`src/rtl/button_debouncer_pkg.sv`:
```
// Shared constants and arbitration helpers for the keypad button debouncer.
package button_debouncer_pkg;

    // Timing basis shared with the lock FSM and its clock divider.
    localparam int unsigned CLK_FREQ_HZ = 100_000_000;
    localparam int unsigned DEBOUNCE_MS = 10;

    // Default stability window derived from the clock: 10 ms at 100 MHz.
    localparam int unsigned DEBOUNCE_CYCLES_DEF = (CLK_FREQ_HZ / 1000) * DEBOUNCE_MS;
    localparam int unsigned CNT_W_DEF           = 20;

    // Outcome of arbitrating the two press qualifiers on one edge.
    typedef enum logic [1:0] {
        ArbNone,
        ArbZero,
        ArbOne,
        ArbCollide
    } arb_e;

    function automatic arb_e arb_decode(input logic press_zero, input logic press_one);
        arb_e res;
        unique case ({press_zero, press_one})
            2'b10:   res = ArbZero;
            2'b01:   res = ArbOne;
            2'b11:   res = ArbCollide;
            default: res = ArbNone;
        endcase
        return res;
    endfunction

endpackage

```
`src/rtl/button_debouncer_if.sv`:
```
// Raw button inputs and conditioned outputs between the pins and the lock FSM.
interface button_debouncer_if;

    logic zero_raw;
    logic one_raw;
    logic level_zero;
    logic level_one;
    logic pulse_zero;
    logic pulse_one;
    logic collision;

    // Side that drives the raw buttons and consumes the clean signals.
    modport master (
        output zero_raw,
        output one_raw,
        input  level_zero,
        input  level_one,
        input  pulse_zero,
        input  pulse_one,
        input  collision
    );

    // The debouncer itself.
    modport slave (
        input  zero_raw,
        input  one_raw,
        output level_zero,
        output level_one,
        output pulse_zero,
        output pulse_one,
        output collision
    );

endinterface

```
`src/rtl/button_debouncer_channel.sv`:
```
// One button channel: 2-flop synchronizer, stability counter, debounced level
// flop and a combinational press qualifier that fires on the rising toggle.
module debounce_channel
    import button_debouncer_pkg::*;
#(
    parameter int unsigned DEBOUNCE_CYCLES = DEBOUNCE_CYCLES_DEF,
    parameter int unsigned CNT_W           = CNT_W_DEF
) (
    input  logic clk_100Mhz,
    input  logic reset,
    input  logic raw,
    output logic level,
    output logic press
);

    localparam logic [CNT_W-1:0] CntMax = CNT_W'(DEBOUNCE_CYCLES - 1);

    logic             meta_q;
    logic             sync_q;
    logic [CNT_W-1:0] cnt_q;
    logic [CNT_W-1:0] cnt_d;
    logic             level_q;
    logic             level_d;
    logic             expire;

    assign expire = (sync_q != level_q) && (cnt_q == CntMax);

    // Count consecutive cycles of disagreement; flip the level when the window expires.
    always_comb begin
        cnt_d   = cnt_q;
        level_d = level_q;
        if (sync_q == level_q) begin
            cnt_d = '0;
        end else if (expire) begin
            cnt_d   = '0;
            level_d = ~level_q;
        end else begin
            cnt_d = cnt_q + CNT_W'(1);
        end
    end

    // Synchronizer, counter and level state with synchronous active-low reset.
    always_ff @(posedge clk_100Mhz) begin
        if (!reset) begin
            meta_q  <= 1'b0;
            sync_q  <= 1'b0;
            cnt_q   <= '0;
            level_q <= 1'b0;
        end else begin
            meta_q  <= raw;
            sync_q  <= meta_q;
            cnt_q   <= cnt_d;
            level_q <= level_d;
        end
    end

    assign level = level_q;
    // Qualified only on a 0->1 toggle, so it registers downstream alongside the level.
    assign press = expire & ~level_q;

endmodule

```
`src/rtl/button_debouncer.sv`:
```
// Keypad front end: two debounce channels plus registered press arbitration so
// the lock FSM never sees both press pulses in the same cycle.
module button_debouncer
    import button_debouncer_pkg::*;
#(
    parameter int unsigned DEBOUNCE_CYCLES = DEBOUNCE_CYCLES_DEF,
    parameter int unsigned CNT_W           = CNT_W_DEF
) (
    input  logic                clk_100Mhz,
    input  logic                reset,
    button_debouncer_if.slave   btn
);

    logic level_zero;
    logic level_one;
    logic press_zero;
    logic press_one;
    arb_e arb;

    logic pulse_zero_q, pulse_zero_d;
    logic pulse_one_q,  pulse_one_d;
    logic collision_q,  collision_d;

    debounce_channel #(
        .DEBOUNCE_CYCLES (DEBOUNCE_CYCLES),
        .CNT_W           (CNT_W)
    ) u_zero (
        .clk_100Mhz (clk_100Mhz),
        .reset      (reset),
        .raw        (btn.zero_raw),
        .level      (level_zero),
        .press      (press_zero)
    );

    debounce_channel #(
        .DEBOUNCE_CYCLES (DEBOUNCE_CYCLES),
        .CNT_W           (CNT_W)
    ) u_one (
        .clk_100Mhz (clk_100Mhz),
        .reset      (reset),
        .raw        (btn.one_raw),
        .level      (level_one),
        .press      (press_one)
    );

    assign arb = arb_decode(press_zero, press_one);

    // Map the arbitration outcome onto the one-hot pulse/collision outputs.
    always_comb begin
        pulse_zero_d = 1'b0;
        pulse_one_d  = 1'b0;
        collision_d  = 1'b0;
        unique case (arb)
            ArbZero:    pulse_zero_d = 1'b1;
            ArbOne:     pulse_one_d  = 1'b1;
            ArbCollide: collision_d  = 1'b1;
            default:    ;
        endcase
    end

    // Output registers; reset on an expiry edge suppresses the pulse.
    always_ff @(posedge clk_100Mhz) begin
        if (!reset) begin
            pulse_zero_q <= 1'b0;
            pulse_one_q  <= 1'b0;
            collision_q  <= 1'b0;
        end else begin
            pulse_zero_q <= pulse_zero_d;
            pulse_one_q  <= pulse_one_d;
            collision_q  <= collision_d;
        end
    end

    assign btn.level_zero = level_zero;
    assign btn.level_one  = level_one;
    assign btn.pulse_zero = pulse_zero_q;
    assign btn.pulse_one  = pulse_one_q;
    assign btn.collision  = collision_q;

endmodule

```
`src/flat_wrapper.sv`:
```
// flat-port wrapper written by rule: the top's interface ports become plain ports
module button_debouncer_flat import button_debouncer_pkg::*;
#(
    parameter int unsigned DEBOUNCE_CYCLES = DEBOUNCE_CYCLES_DEF,
    parameter int unsigned CNT_W           = CNT_W_DEF
)
  (clk_100Mhz, reset, btn_zero_raw, btn_one_raw, btn_level_zero, btn_level_one, btn_pulse_zero, btn_pulse_one, btn_collision);
  button_debouncer_if btn_i ();
  input  logic clk_100Mhz;
  input  logic reset;
  input wire logic [$bits(btn_i.zero_raw)-1:0] btn_zero_raw;
  input wire logic [$bits(btn_i.one_raw)-1:0] btn_one_raw;
  output wire logic [$bits(btn_i.level_zero)-1:0] btn_level_zero;
  output wire logic [$bits(btn_i.level_one)-1:0] btn_level_one;
  output wire logic [$bits(btn_i.pulse_zero)-1:0] btn_pulse_zero;
  output wire logic [$bits(btn_i.pulse_one)-1:0] btn_pulse_one;
  output wire logic [$bits(btn_i.collision)-1:0] btn_collision;
  assign btn_i.zero_raw = btn_zero_raw;
  assign btn_i.one_raw = btn_one_raw;
  assign btn_level_zero = btn_i.level_zero;
  assign btn_level_one = btn_i.level_one;
  assign btn_pulse_zero = btn_i.pulse_zero;
  assign btn_pulse_one = btn_i.pulse_one;
  assign btn_collision = btn_i.collision;
  button_debouncer #(.DEBOUNCE_CYCLES(DEBOUNCE_CYCLES), .CNT_W(CNT_W)) u_core (.clk_100Mhz(clk_100Mhz), .reset(reset), .btn(btn_i));
endmodule
```
`config.mk`:
```
export PLATFORM = sky130hd
export DESIGN_NAME = button_debouncer_flat
export DESIGN_NICKNAME = d
export VERILOG_FILES = /design/src/rtl/button_debouncer_pkg.sv /design/src/rtl/button_debouncer_if.sv /design/src/rtl/button_debouncer_channel.sv /design/src/rtl/button_debouncer.sv /design/src/flat_wrapper.sv
export SDC_FILE = /design/constraint.sdc
export NUM_CORES = 1
export LEC_CHECK = 0
export ABC_AREA = 1
export CORE_UTILIZATION = 63
export CTS_BUF_LIST = sky130_fd_sc_hd__clkbuf_8
export CTS_CLUSTER_DIAMETER = 120
export DETAILED_ROUTE_END_ITERATION = 7
export GPL_ROUTABILITY_DRIVEN = 0
export PLACE_DENSITY = 0.82
export SLEW_MARGIN = 15
export SYNTH_ARGS = -nofsm -noshare
export SYNTH_HDL_FRONTEND = slang
export SYNTH_SLANG_ARGS = --single-unit
export TNS_END_PERCENT = 100
```
`constraint.sdc`:
```
create_clock -name clk_100Mhz -period 2 [get_ports clk_100Mhz]
set_clock_uncertainty 0.2 [all_clocks]
set_input_delay 0.4 -clock clk_100Mhz [delete_from_list [all_inputs] [get_ports clk_100Mhz]]
set_output_delay 0.4 -clock clk_100Mhz [all_outputs]
set_load 0.05 [all_outputs]
```
* After elaboration in Yosys (flattened, before gate mapping)
Cells that the tools add are included.
** Storage, ports and cells
- Output and inout port bits :: 5
- Word-level logic and storage cells :: 42
- Input port bits :: 4
- Register bits :: 49
** Cells by class
- Add/subtract/negate cells :: 2
- Bitwise gates (word level) :: 7
- Equality and inequality tests :: 12
- Muxes and demuxes :: 4
- Reductions and logical operators :: 6
** Operator list (count)
- 20-bit by 1-bit adder with 20-bit output, second input constant :: 2
- 20-bit equality test, second input constant :: 2
- 2-bit equality test, second input constant :: 4
- 2-bit one-hot mux with 3 select lines :: 1
- 3-bit OR reduction :: 2
- 1-bit NOT :: 5
- 2-bit by 1-bit equality test with 1-bit output, second input constant :: 2
- 2-bit AND reduction :: 2
- 1-bit two-way mux :: 3
- 1-bit bitwise AND :: 2
- 1-bit equality test :: 2
- 1-bit logical AND :: 2
- 1-bit != test :: 2

* Depth between registers and ports, before layout
Gate-level depths: netlist (run 1).
- Word-level depth :: 7
- Depth in mapped cells :: 9
- Gate-level depth less buffers :: 9

* Modules after synthesis
A second synthesis (run 1) with hierarchy kept.
** Second synthesis, totals
- Cell total of the unflattened synthesis :: 357
- Area, all modules :: 2452.4 µm²
** Modules (own cells, without submodules)
- debounce_channel :: cells each 174, area an instance 1184.9 µm², sequential area each 460.4 µm², instances 2
- button_debouncer :: cells each 9, area an instance 82.6 µm², sequential area each 60.1 µm², instances 1

* Worst setup path before layout (run 1)
No wires, ideal clock.
- Path kind :: reg-to-reg
- Start :: register u_core.u_zero.level_q, in the netlist u_core.u_zero.level
- End :: register u_core.u_zero.cnt_q[11]
- Buffers on the path :: 1
- Arrival time :: 1.350 ns
- Required time :: 1.685 ns
- Setup time :: 0.115 ns
- Period minus slack after synthesis :: 1.664 ns
- Cell stages (with the launch flop) :: 7
- Path slack :: 0.336 ns
- Path through :: dfxtp_1 > xnor2_1 > nor2_1 > nand3_1 > nand2_1 > buf_4 > nor2_1
** On the way
- Longest elaborated chain between the ends :: 3
- Elaborated cells on any way between the ends :: 4
- Classes of those cells :: eq/ne: 2; reduce/logical: 2
** RTL lines
- from (decl) :: line button_debouncer_channel.sv:22 : logic level_q;
- from (signal assigned) :: line button_debouncer_channel.sv:53 : level_q <= level_d;
- 1-bit != test :: line button_debouncer_channel.sv:26 : assign expire = (sync_q != level_q) && (cnt_q == CntMax);
- 1-bit logical AND :: line button_debouncer_channel.sv:26
- 3-bit OR reduction (no line) *
- to (signal assigned) :: line button_debouncer_channel.sv:52 : cnt_q <= cnt_d;
- to (decl) :: line button_debouncer_channel.sv:20 : logic [CNT_W-1:0] cnt_q;
Mark *: on every way between the ends. The rest lies on a longest branch, timed or not.
A chain may end at the register's enable or synchronous reset.

* Final worst setup path (run 1)
- Start :: register u_core.u_zero.cnt_q[0]
- End :: register u_core.u_zero.cnt_q[18]
** On the way
- Longest elaborated chain between the ends :: 3
- Elaborated cells on any way between the ends :: 4
- Classes of those cells :: add/sub: 1; eq/ne: 1; reduce/logical: 2
** RTL lines
- branches (longest 3 deep; another with 20-bit by 1-bit adder with 20-bit output)
Several ways; the timed one is not identified.

==> results of run 1 <==
routing by layer:
layer	share of wire	up-vias	wire, µm	GRT usage
li1	-	1160	-	-
met1	0.51	1001	2510	0.358
met2	0.44	62	2170	0.424
met3	0.049	4	245	0.0423
met4	0.0072	0	36	0.0722
met5	0	-	0	0
state kept, by name (all words and copies together), names as in the netlist:
register               cells
u_core.u_zero.meta_q       1
u_core.btn.collision       1
u_core.btn.pulse_zero      1
u_core.btn.pulse_one       1
u_core.u_zero.sync_q       1
u_core.u_zero.cnt_q       20
u_core.u_one.cnt_q        20
u_core.u_one.sync_q        1
u_core.u_one.level         1
u_core.u_one.meta_q        1
u_core.u_zero.level        1
worst max-delay path, stage by stage (launching register included):
cell     delay [ns]
dfxtp_1        0.42
ha_1           0.26
nand3_4        0.15
nor2_1         0.13
nand3_1        0.11
nand2_1        0.13
buf_12         0.16
nor2_1         0.06
cell families after synthesis:
kind of cell | count (synthesis) | share of synthesized area
and+or+nand+nor | 232 | 0.399
DFF | 49 | 0.397
buffers and inverters | 43 | 0.0694
xor gates and xnor gates | 22 | 0.0781
AOI/OAI and AO/OA | 20 | 0.0456
adders and majority gates | 2 | 0.0101
cells in the final DEF (no fill, tap or decap), drive strengths merged:
cell type      netlist  layout
clkdlybuf4s50        0       3
a21oi               13      13
bufinv               0       1
nor2                98      98
xor2                14      14
clkbuf               1       6
nor3                 3       3
buf                  4       9
nand3               27      27
inv                 38      39
xnor2                8       8
dfxtp               49      49
nand2               96      96
o21bai               2       2
or2                  2       2
o21ai                5       5
nand4                6       6
ha                   2       2
power by group:
part           switching (W)  internal (W)
Sequential        0.00000275      0.000980
Combinational      0.0000153     0.0000147
Clock               0.000316      0.000403
path summary, 6_finish.rpt:
kind / cells past startpoint / start / endpoint
max: 7 / u_core.u_zero.cnt_q[0]$_SDFF_PP0_ / u_core.u_zero.cnt_q[18]$_SDFF_PP0_
max reg2reg: 7 / u_core.u_zero.cnt_q[0]$_SDFF_PP0_ / u_core.u_zero.cnt_q[18]$_SDFF_PP0_
min: 2 / u_core.u_zero.meta_q$_SDFF_PN0_ / u_core.u_zero.sync_q$_SDFF_PN0_
min reg2reg: 2 / u_core.u_zero.meta_q$_SDFF_PN0_ / u_core.u_zero.sync_q$_SDFF_PN0_
per-stage QoR:
step / std cells / utilization / power, W
global route: 431 / 0.737 / 0.00178
global placement: 423 / 0.706 / 0.00103
floorplan: 368 / - / 0.00102
finish: 431 / 0.737 / 0.00173
CTS: 431 / 0.737 / 0.00175
detailed placement: 423 / 0.706 / 0.00104
cell type report:
cell class / instances / area (µm²) / share of cell area
repair buffers: 12 / 123 / 0.0448
inverters: 38 / 143 / 0.0521
multi-input cells: 276 / 1320 / 0.481
clock inverters: 2 / 33.8 / 0.0123
clock buffers: 6 / 82.6 / 0.0302
well taps: 48 / 60.1 / 0.0219
flip-flops and latches: 49 / 981 / 0.358
==> key figures, run 1 <==
Timing
  – Period utilization: 0.871
  – Final worst slack: approximately 0.26 ns
  – Setup TNS: 0 ns
  – Fin. Hold Viols: 0
  – Worst Hold Slack: 0.222 ns
  – Slew Viols, Final: 0
  – Final Critical Period: 1.74 ns
  – Slew @ Worst Pin: about 0.3 ns
  – Slew HR: 0.795
  – Unrepaired setup endpoints after global routing: no
  – Max frequency: 574 MHz
  – Final setup vio count: 0

Layout
  – Layout cells sized above 1: 0.0783
  – # diodes: 0
  – Nets: 388
  – P&R area growth vs syn: 10.9%
  – Layout fillers: about 300
  – Final Cell Area: approximately 0.0027 mm²

Routing
  – First-iteration detailed-routing DRC count: 178
  – Routed Antenna Nets: 0
  – Via density per instance: 5.17
  – Drt drc: 0
  – Drt total wl: 4970 µm
  – Vias post-DR: 2,227
  – Initial DRT Pass Iterations: 4
  – DR WL/cell: 11.5 µm

Placement
  – Setup WS pre-CTS: 0.281 ns
  – Port Buffers: 8
  – Detail Placement HPWL: 3650 µm
  – Placed inst area: 0.00262 mm²

Worst setup path
  – Crit path DAT: between 1.5 and 2 ns
  – Crit path max fanout: 20
  – CP endpoint kind: register
  – Setup CP Type: register to register
  – R2R Setup Slk: between 0.2 and 0.3 ns
  – CP Launch Type: register
  – Data required, critical path: 1.99 ns

Clock tree
  – Clock tree buffer depth: 2
  – Root buffer cell: clkbuf_8
  – Clk slew on worst S/H paths: about 0.090 ns
  – CTS tree: yes
  – Worst-Skew Late Latency: 0.29 ns
  – # clock sinks: a little under 50
  – CTS Buf Count: 5
  – CTS hold repair buffers: 0
  – Post_cts resized: 0
  – H-tree depth: 2
  – Post-CTS setup buffers: 0

Yosys
  – Flop and latch count out of synthesis: 49
  – Yosys warnings: 0
  – Average cell area after synthesis: 6.71 µm²
  – Top cells by area, synth: dfxtp_1, nand2_1, nor2_1
  – Yosys top cell by area: dfxtp_1
  – Sequential share of the synthesized area: 0.397
  – Post-Syn Area: about 0.0025 mm²
  – Top cells by count, synth: nand2_1, nor2_1, dfxtp_1
  – Top-area cell type share of the netlist area: 0.397
  – Post-synth EDFFs: 0
  – Cell count after synthesis: approximately 370
  – Most used DFF post-synth: dfxtp_1
  – Syn Nets: roughly 370
  – Distinct cells, synth: 26
  – Async set-or-reset flop fraction in the synthesized netlist: 0

Hold path
  – HP Class: register to register

Floorplanning
  – Die height: 64.6 µm
  – Die W: 64.6 µm
  – Core area: 0.00372 mm²
  – Cell Rows: 22
  – IO Pins: 9
  – Die Area: roughly 0.0042 mm²
  – Starting Density: 0.664

Power
  – Power Density: 632 mW/mm²
  – Leakage: 0.899 nW
  – Peak supply drop: 0.464 mV

Global route
  – Grt ovf: 0
  – GRT Overall Usage: 0.261
  – Antenna violations before repair: 0
  – Vias in the first global route: about 2,000
  – Largest net degree at the start of global routing: 21
  – First-pass GRT wire length: between 8000 and 9000 µm

Flow run
  – Max-Cap Viols: 0

Run status
  – Status: finished, final reports clean
No activity file was read; power rests on OpenSTA's default activity.
==> run 2: changes to the inputs <==
--- a/config.mk
+++ b/config.mk
@@ -12,6 +12,7 @@
 export DETAILED_ROUTE_END_ITERATION = 7
 export GPL_ROUTABILITY_DRIVEN = 0
 export PLACE_DENSITY = 0.82
+export SKIP_LAST_GASP = 1
 export SLEW_MARGIN = 15
 export SYNTH_ARGS = -nofsm -noshare
 export SYNTH_HDL_FRONTEND = slang
==> constraint.sdc (replaced) <==
create_clock -name clk_100Mhz -period 1.85 [get_ports clk_100Mhz]
set_clock_uncertainty 0.2 [all_clocks]
set_input_delay 0.37 -clock clk_100Mhz [delete_from_list [all_inputs] [get_ports clk_100Mhz]]
set_output_delay 0.37 -clock clk_100Mhz [all_outputs]
set_load 0.05 [all_outputs]
==> key figures, run 2 (synthesis gave the netlist of run 1 again) <==
Worst setup path
  – Most frequent CP cell: nor2_1 (unchanged)
  – Largest delay contributor family on the critical path: simple AND/OR/NAND/NOR gates (unchanged)
  – Setup CP Type: register to register (unchanged)
  – CP max stage delay: 0.36 ns (was 0.42 ns)
  – Worst R2R End: u_core.u_one.cnt_q[15]$_SDFF_PP0_ (was u_core.u_zero.cnt_q[18]$_SDFF_PP0_)
  – Crit path DAT: 1.72 ns (was 1.73 ns)
  – CP endpoint kind: register (unchanged)
  – Slowest CP cell: dfxtp_1 (unchanged)
  – R2R Setup Slk: 0.13 ns (was 0.26 ns)
  – Sequence of cells on the critical path: buf_4 -> nand3_1 -> inv_1 -> nand2_1 -> nor2_1 -> xor2_1 -> nor2_1 (was ha_1 -> nand3_4 -> nor2_1 -> nand3_1 -> nand2_1 -> buf_12 -> nor2_1)
  – Number of cells on the critical path: 7 (unchanged)
  – Data required, critical path: 1.85 ns (was 1.99 ns)
  – CP Launch Type: register (unchanged)
  – WP buf/inv: 2 (was 1)
  – Worst flop-to-flop path startpoint: u_core.u_one.cnt_q[0]$_SDFF_PP0_ (was u_core.u_zero.cnt_q[0]$_SDFF_PP0_)
  – Crit path max fanout: 6 (was 20)
  – Critical Path Start: u_core.u_one.cnt_q[0]$_SDFF_PP0_ (was u_core.u_zero.cnt_q[0]$_SDFF_PP0_)
  – Critical Path Sink: u_core.u_one.cnt_q[15]$_SDFF_PP0_ (was u_core.u_zero.cnt_q[18]$_SDFF_PP0_)
  – R2R cell count: 7 (unchanged)

Placement
  – Placed cell count: 425 (was 423)
  – Port Buffers: 8 (unchanged)
  – Detail Placement HPWL: 3810 µm (was 3650 µm)

Global route
  – First-pass GRT wire length: 9030 µm (was 8520 µm)
  – Largest net degree at the start of global routing: 21 (unchanged)
  – GRT Overall Usage: 0.276 (was 0.261)
  – Grt ovf: 0 (unchanged)
  – Vias in the first global route: 2,125 (was 1,995)
  – Antenna violations before repair: 0 (unchanged)

Floorplanning
  – Core area: 0.00372 mm² (unchanged)
  – Die Area: 0.00417 mm² (unchanged)
  – IO Pins: 9 (unchanged)
  – Die height: 64.6 µm (unchanged)
  – Cell Rows: 22 (unchanged)
  – Starting Density: 0.664 (unchanged)
  – Die W: 64.6 µm (unchanged)

Layout
  – P&R area growth vs syn: 11.5% (was 10.9%)
  – Register Area: 981 µm² (unchanged)
  – Layout fillers: 312 (was 301)
  – Commonest non-fill, non-tap cell in the layout: nand2_1
  – Biggest regs: u_core.u_one.cnt_q x20, u_core.u_zero.cnt_q x20 (unchanged)
  – # diodes: 0 (unchanged)
  – Layout cells sized above 1: 0.0833 (was 0.0783)
  – Most frequent cells in the layout: nand2_1, nor2_1, dfxtp_1, inv_1, nand3_1 (unchanged)
  – Post-Layout Cell Count: 432 (was 431)
  – Area occupied by multi-input gates: 0.00132 mm² (about the same)
  – Nets: 390 (was 388)

Clock tree
  – H-tree depth: 2 (unchanged)
  – Worst-Skew Late Latency: 0.30 ns (was 0.29 ns)
  – CTS Buf Count: 5 (unchanged)
  – Clk slew on worst S/H paths: 0.08 ns (was 0.09 ns)
  – Post-CTS setup buffers: 0 (unchanged)
  – Root buffer cell: clkbuf_8 (unchanged)
  – CTS tree: yes (unchanged)
  – CTS hold repair buffers: 0 (unchanged)
  – Clock tree buffer depth: 2 (unchanged)
  – # clock sinks: 49 (unchanged)

Timing
  – Setup TNS: 0 ns (unchanged)
  – Fin. Hold Viols: 0 (unchanged)
  – Slew HR: 0.826 (was 0.795)
  – Final setup vio count: 0 (unchanged)
  – Max frequency: 580 MHz (was 574 MHz)
  – Period utilization: 0.932 (was 0.871)
  – Worst Hold Slack: 0.224 ns (was 0.222 ns)
  – Unrepaired setup endpoints after global routing: no (unchanged)
  – Slew Viols, Final: 0 (unchanged)
  – Slew @ Worst Pin: 0.261 ns (was 0.307 ns)
  – Final Critical Period: 1.72 ns (was 1.74 ns)

Routing
  – Routed Antenna Nets: 0 (unchanged)
  – Initial DRT Pass Iterations: 4 (unchanged)
  – Via density per instance: 5.25 (was 5.17)
  – Vias post-DR: 2,268 (was 2,227)
  – DR WL/cell: 11.6 µm (was 11.5 µm)
  – Drt total wl: 5020 µm (was 4970 µm)
  – Drt drc: 0 (unchanged)
  – First-iteration detailed-routing DRC count: 126 (was 178)

Hold path
  – HP Class: register to register (unchanged)

Power
  – Power Density: 623 mW/mm² (was 632 mW/mm²)
  – Leakage: 0.901 nW (was 0.899 nW)
  – Peak supply drop: 0.580 mV (was 0.464 mV)

Run status
  – Status: finished, final reports clean (unchanged)

Flow run
  – Max-Cap Viols: 0 (unchanged)
run 2: cell types whose count changed in the layout (fill, tap and decap cells not counted):
cell / change
bufinv_16: -1
buf_12: +2
nor2_1: -1
nor2_2: +1
run 2: metrics by stage:
stage | instance area, µm² | worst slack [ns] | util | total power, W
after floorplan | 2470 | 0.186 | - | 0.00110
after CTS | 2750 | 0.136 | 0.740 | 0.00172
after global placement | 2660 | 0.197 | 0.716 | 0.00112
after detailed placement | 2660 | 0.156 | 0.716 | 0.00112
final | 2750 | 0.127 | 0.740 | 0.00171
after global routing | 2750 | 0.0101 | 0.740 | 0.00177
run 2: worst min-delay path by stage:
stage                                       to                       startpoint  depth (start not counted)
2_1_floorplan   u_core.u_one.sync_q$_SDFF_PN0_   u_core.u_one.meta_q$_SDFF_PN0_                          2
3_3_place_gp   u_core.u_zero.sync_q$_SDFF_PN0_  u_core.u_zero.meta_q$_SDFF_PN0_                          2
3_5_place_dp    u_core.u_one.sync_q$_SDFF_PN0_   u_core.u_one.meta_q$_SDFF_PN0_                          2
4_1_cts         u_core.u_one.sync_q$_SDFF_PN0_   u_core.u_one.meta_q$_SDFF_PN0_                          2
5_1_grt        u_core.u_zero.sync_q$_SDFF_PN0_  u_core.u_zero.meta_q$_SDFF_PN0_                          2
6_report       u_core.u_zero.sync_q$_SDFF_PN0_  u_core.u_zero.meta_q$_SDFF_PN0_                          2
run 2: report_power, final:
part,leakage (nW),total [W],switching (W),internal (W)
logic,0.457,0.0000338,0.0000173,0.0000165
registers,0.395,0.00106,0.00000249,0.00106
clock network,0.0485,0.000619,0.000328,0.000291
run 2: repair_timing:
action	in CTS	in global routing
hold endpoints to repair	0	0
setup endpoints to repair	0	2
resized for setup	0	1
run 2: area by class of cell:
class | instances | share of cell area
multi-input cells | 276 | 0.479
flip-flops and latches | 49 | 0.357
clock buffers | 6 | 0.0300
repair buffers | 14 | 0.0591
clock inverters | 1 | 0.00136
well taps | 48 | 0.0218
inverters | 38 | 0.0518
run 2: worst register-to-register path, cell delays in order (launching register included):
cell and delay [ns]:
dfxtp_1 0.36, buf_4 0.15, nand3_1 0.18, inv_1 0.19
nand2_1 0.12, nor2_1 0.17, xor2_1 0.20, nor2_1 0.06
run 2: routing by layer:
metal	share of wire	global-route usage	vias to the layer above	wire [µm]
met2	0.45	0.442	64	2270
met3	0.054	0.0493	10	269
met4	0.018	0.108	0	90
li1	-	-	1167	-
met1	0.48	0.367	1027	2400
met5	0	0	-	0
